`src/rtl/adder_traffic_master.sv`:
```
// rtl/adder_traffic_master.sv - operand generator and in-order response checker for the valid/ready adder
module adder_traffic_master #(
   parameter int DEPTH = 4,
   parameter int CNT_W = 16
) (
   input  logic             clk,
   input  logic             rstn,
   input  logic             start,
   input  logic             mode,
   input  logic [15:0]      seed,
   input  logic [CNT_W-1:0] num_txn,
   output logic             op_valid,
   input  logic             op_ready,
   output logic [7:0]       op_a,
   output logic [7:0]       op_b,
   input  logic             res_valid,
   output logic             res_ready,
   input  logic [8:0]       res_data,
   output logic             busy,
   output logic             done,
   output logic [CNT_W-1:0] pass_cnt,
   output logic [CNT_W-1:0] err_cnt,
   output logic             err_flag,
   output logic [CNT_W-1:0] first_err_idx
);
   localparam int AW = $clog2(DEPTH);
   localparam logic [AW:0] FIFO_FULL = DEPTH[AW:0];
   localparam logic [CNT_W-1:0] CNT_MAX = '1;

   typedef enum logic [1:0] {IDLE, RUN, DRAIN} state_t;
   state_t state, state_nxt;

   logic             mode_r;
   logic [CNT_W-1:0] num_r, issued, received;
   logic [15:0]      gen, gen_nxt;
   logic [8:0]       fifo_mem [DEPTH];
   logic [AW-1:0]    wr_ptr, rd_ptr;
   logic [AW:0]      fifo_cnt;
   logic             fifo_full, fifo_empty;
   logic             op_hs, res_hs, pop, mismatch, err_evt, start_acc, done_nxt;

   function automatic logic [CNT_W-1:0] sat_inc(input logic [CNT_W-1:0] v);
      return (v == CNT_MAX) ? v : CNT_W'(v + 1);
   endfunction

   assign fifo_full  = (fifo_cnt == FIFO_FULL);
   assign fifo_empty = (fifo_cnt == '0);
   assign op_valid   = (state == RUN) && (issued < num_r) && !fifo_full;
   assign res_ready  = (state != IDLE);
   assign busy       = (state != IDLE);
   assign op_a       = gen[15:8];
   assign op_b       = gen[7:0];
   assign op_hs      = op_valid & op_ready;
   assign res_hs     = res_valid & res_ready;
   assign pop        = res_hs & !fifo_empty;
   assign mismatch   = pop && (res_data != fifo_mem[rd_ptr]);
   // A response with nothing outstanding counts as an error; it never consumes a same-cycle push.
   assign err_evt    = mismatch || (res_hs && fifo_empty);
   assign start_acc  = (state == IDLE) && start;
   assign gen_nxt    = mode_r ? 16'(gen + 16'd1)
                              : {gen[14:0], gen[15] ^ gen[13] ^ gen[12] ^ gen[10]};

   always_comb begin
      state_nxt = state;
      done_nxt  = 1'b0;
      case (state)
         IDLE: begin
            if (start) begin
               if (num_txn == '0) done_nxt = 1'b1;
               else               state_nxt = RUN;
            end
         end
         RUN: begin
            if (op_hs && (CNT_W'(issued + 1) == num_r)) state_nxt = DRAIN;
         end
         DRAIN: begin
            if (pop && (CNT_W'(received + 1) == num_r)) begin
               state_nxt = IDLE;
               done_nxt  = 1'b1;
            end
         end
         default: state_nxt = IDLE;
      endcase
   end

   always_ff @(posedge clk) begin
      if (op_hs) fifo_mem[wr_ptr] <= {1'b0, op_a} + {1'b0, op_b};
   end

   always_ff @(posedge clk) begin
      if (!rstn) begin
         state         <= IDLE;
         done          <= 1'b0;
         mode_r        <= 1'b0;
         num_r         <= '0;
         gen           <= '0;
         issued        <= '0;
         received      <= '0;
         wr_ptr        <= '0;
         rd_ptr        <= '0;
         fifo_cnt      <= '0;
         pass_cnt      <= '0;
         err_cnt       <= '0;
         err_flag      <= 1'b0;
         first_err_idx <= '0;
      end else begin
         state <= state_nxt;
         done  <= done_nxt;
         if (start_acc) begin
            mode_r        <= mode;
            num_r         <= num_txn;
            gen           <= (!mode && seed == 16'h0000) ? 16'h0001 : seed;
            issued        <= '0;
            received      <= '0;
            wr_ptr        <= '0;
            rd_ptr        <= '0;
            fifo_cnt      <= '0;
            pass_cnt      <= '0;
            err_cnt       <= '0;
            err_flag      <= 1'b0;
            first_err_idx <= '0;
         end else begin
            if (op_hs) begin
               gen    <= gen_nxt;
               issued <= sat_inc(issued);
               wr_ptr <= AW'(wr_ptr + 1);
            end
            if (pop) begin
               rd_ptr   <= AW'(rd_ptr + 1);
               received <= sat_inc(received);
               if (!mismatch) pass_cnt <= sat_inc(pass_cnt);
            end
            if (err_evt) begin
               err_cnt  <= sat_inc(err_cnt);
               err_flag <= 1'b1;
               if (!err_flag) first_err_idx <= received;
            end
            if (op_hs && !pop)      fifo_cnt <= (AW+1)'(fifo_cnt + 1);
            else if (!op_hs && pop) fifo_cnt <= (AW+1)'(fifo_cnt - 1);
         end
      end
   end
endmodule

```
`config.mk`:
```
export PLATFORM = sky130hd
export DESIGN_NAME = adder_traffic_master
export DESIGN_NICKNAME = d
export VERILOG_FILES = /design/src/rtl/adder_traffic_master.sv
export SDC_FILE = /design/constraint.sdc
export NUM_CORES = 1
export LEC_CHECK = 0
export ABC_AREA = 1
export CORE_UTILIZATION = 60
export CTS_CLUSTER_DIAMETER = 150
export DETAILED_ROUTE_END_ITERATION = 10
export GPL_ROUTABILITY_DRIVEN = 0
export HOLD_SLACK_MARGIN = 0.08
export PLACE_DENSITY = 0.93
export SYNTH_ARGS = -nofsm -noshare
export SYNTH_HDL_FRONTEND = slang
export SYNTH_SLANG_ARGS = --single-unit
```
`constraint.sdc`:
```
create_clock -name clk -period 5.5 [get_ports clk]
set_input_delay 1.1 -clock clk [delete_from_list [all_inputs] [get_ports clk]]
set_output_delay 1.1 -clock clk [all_outputs]
set_load 0.1 [all_outputs]
```
==> impl_metrics.tcl <==
set metrics [dict create \
    hold_viol_final 0 \
    leakage_nw 4.42 \
    syn-num-nets 1447 \
    rows 46 \
    grt_pass1_vias 9105 \
    synth_async_sr_flop_share_pct 0 \
    worstSetupPathType "reg2out" \
    powerDensity_nw_per_um2 264 \
    wl_um 26900 \
    synth.avg_cell_area_um2 7.11 \
    cp_slowest_cell "clkdlybuf4s50_1" \
    post_cts_resized 0 \
    finalSetupTns_ns 0 \
    diodes 0 \
    slowest_delay_ns 1.13 \
    fin_crit_sh_pct 75.9 \
    wl_met3_um 2630 \
    via_count 10000 \
    ant_nets 0 \
    io_pins 116 \
    vias_per_cell 5.94 \
    yosys_most_used_dff "dfxtp_1" \
    synth-edff-count 36 \
    port_buffers 115 \
    synth_cell_type_count 52 \
    grt_overflow_total 0 \
    postCtsSetupBuffers 0 \
    final_common_cell "nand2_1" \
    outcome "complete, no violations" \
    grt_start_max_net_pins 53 \
    syn-cell-area_um2 9690 \
    die_y_um 129 \
    critPathMostFrequentCell "nand2_1" \
    coreArea_um2 15800 \
    yosys_warnings 0 \
    start_util_pct 61.2 \
    slew_headroom_pct 32.0 \
    ir_drop_uv 230 \
    seq_area_um2 3600 \
    routed-wl-met2_um 12600 \
    cts_tree "built" \
    drive_above_1_share_pct 4.83 \
    worst_ep_arrival_time_ns 3.08 \
    period_needed_ns 4.18 \
    nets 1540 \
    die_area_um2 16700 \
    cts_buffer_depth 2 \
    die_w_um 129 \
    fin_skew_ns 0.00697 \
    min_path_type "reg2reg" \
    wire_per_inst_um 16.0 \
    drt_pass1_iterations 6 \
    path_clk_slew_ns 0.06 \
    clk_latency_ns 0.44 \
    tightest_slew_ns 1.02 \
    root_buffer "clkbuf_16" \
    final_core_util_pct 72.4 \
    h-tree-depth 4 \
    drv_cap 0 \
    most-common-layout-cells "346 x nand2_1, 131 x inv_1, 126 x dfxtp_1" \
    slew_viol_final 0 \
    drc 0 \
    crit_path_end_kind "output pin" \
    critPathRequiredTime_ns 4.40 \
    max_freq_mhz 240 \
    grt_pass1_wl_um 43500 \
    path_delay_family "buffers and inverters" \
    finalSetupViolCount 0 \
    numCtsBuffers 17 \
    wl_met1_um 10800 \
    hold-worst-slack_ns 0.464 \
    yosysSeqAreaShare_pct 37.2 \
    netlist_instances 1364 \
    cts.sinks 162 \
    fillerInstances 1172 \
    ys_seq_elements 162 \
    hpwl_um 19200 \
    track_usage_pct 32.8 \
    area_growth_pct 18.2 \
    multi_input_area_um2 5350 \
    crit_chain "inv_1 > ha_1 > a21oi_1 > o21a_1 > nand2_1 > nand2_1 > nand2_1 > inv_1 > clkdlybuf4s50_1" \
    cp_max_fo 5 \
    dr.first_iter.drc_count 1244 \
    rsz0062_at_grt "false" \
    path_buf_inv 3 \
    antenna_found_initial 0 \
    top_layer "met4" \
    cp-start-kind "flip-flop" \
    cts_hold_buf 0 \
]
==> per-stage QoR <==
| step | cell area, um^2 | std cells | total power [mW] | worst slack, ns |
|---|---|---|---|---|
| after CTS | 11500 | 1686 | 3.01 | 1.37 |
| final | 11500 | 1686 | 3.03 | 1.32 |
| after global placement | 10900 | 1654 | 1.91 | 1.87 |
| after detailed placement | 10900 | 1654 | 1.93 | 1.83 |
| after floorplan | 9690 | 1364 | 1.76 | 2.61 |
| after global routing | 11500 | 1686 | 3.13 | 1.17 |
==> tightest hold or removal path, delay by kind of cell (launching register included) <==
kind,cells,cell delay [ns]
compound gates,1,0.05
flops,1,0.31
simple gates,1,0.06
==> sequential cells by signal, indices dropped and copies added, names as in the netlist, named ones only <==
| name | count |
|---|---|
| fifo_mem | 36 |
| err_cnt | 16 |
| first_err_idx | 16 |
| gen | 16 |
| issued | 16 |
| num_r | 16 |
| pass_cnt | 16 |
| received | 16 |
| fifo_cnt | 3 |
| rd_ptr | 2 |
| state | 2 |
| wr_ptr | 2 |
| done | 1 |
| err_flag | 1 |
| mode_r | 1 |
==> worst paths after layout <==
path	cells past startpoint	slack [ns]	startpoint	to
max reg2reg	11	2.10	num_r[9]$_SDFFE_PN0P_	gen[9]$_SDFFE_PN0P_
max	9	1.32	num_r[9]$_SDFFE_PN0P_	op_valid
min reg2reg	2	0.46	first_err_idx[8]$_SDFFE_PP0P_	first_err_idx[8]$_SDFFE_PP0P_
min	2	0.46	first_err_idx[8]$_SDFFE_PP0P_	first_err_idx[8]$_SDFFE_PP0P_
==> synthesized netlist by cell type (all sizes together) (3+ instances only) <==
cell / count / area share (%)
ha: 34 / 4.4
xnor3: 3 / 0.70
xnor2: 12 / 1.1
clkbuf: 24 / 0.94
nand2: 356 / 14
edfxtp: 36 / 11
buf: 21 / 1.4
a21oi: 127 / 6.9
nor4: 9 / 0.58
a31oi: 5 / 0.32
nor2: 124 / 5.1
dfxtp: 126 / 26
nand4: 64 / 4.2
o21ai: 85 / 4.4
a21o: 3 / 0.23
nand3: 115 / 6.3
inv: 136 / 5.3
nand3b: 5 / 0.39
xor2: 36 / 3.3
nor3: 16 / 0.83
==> cell families after synthesis <==
logic type	Yosys count	share of synthesized area [%]
and+or+nand+nor	697	32.1
AOI/OAI and AO/OA	234	13.1
buffers and inverters	183	7.76
DFF	162	37.2
xor gates and xnor gates	51	5.03
adders and majority gates	36	4.80
muxes	1	0.103
==> power breakdown <==
| part | internal, mW | switching (mW) | leakage, nW |
|---|---|---|---|
| sequential | 1.28 | 0.0646 | 1.35 |
| clock | 0.605 | 0.498 | 0.269 |
| combinational | 0.182 | 0.401 | 2.80 |
| total | 2.06 | 0.964 | 4.42 |
==> per-layer routing <==
layer / up-vias / GRT usage [%]
li1: 4767 / -
met1: 4549 / 42.1
met2: 611 / 53.2
met3: 96 / 6.73
met4: 0 / 15.4
met5: - / 0
==> area by class of cell <==
type	instances	share of cell area, %
sequential	162	31.4
timing repair buffer	119	10.3
clock buffer	21	4.03
multi-input combinational	1019	46.6
clock inverter	11	0.666
tap	216	2.36
inverter	138	4.54
(Power assumes the default switching activity.)
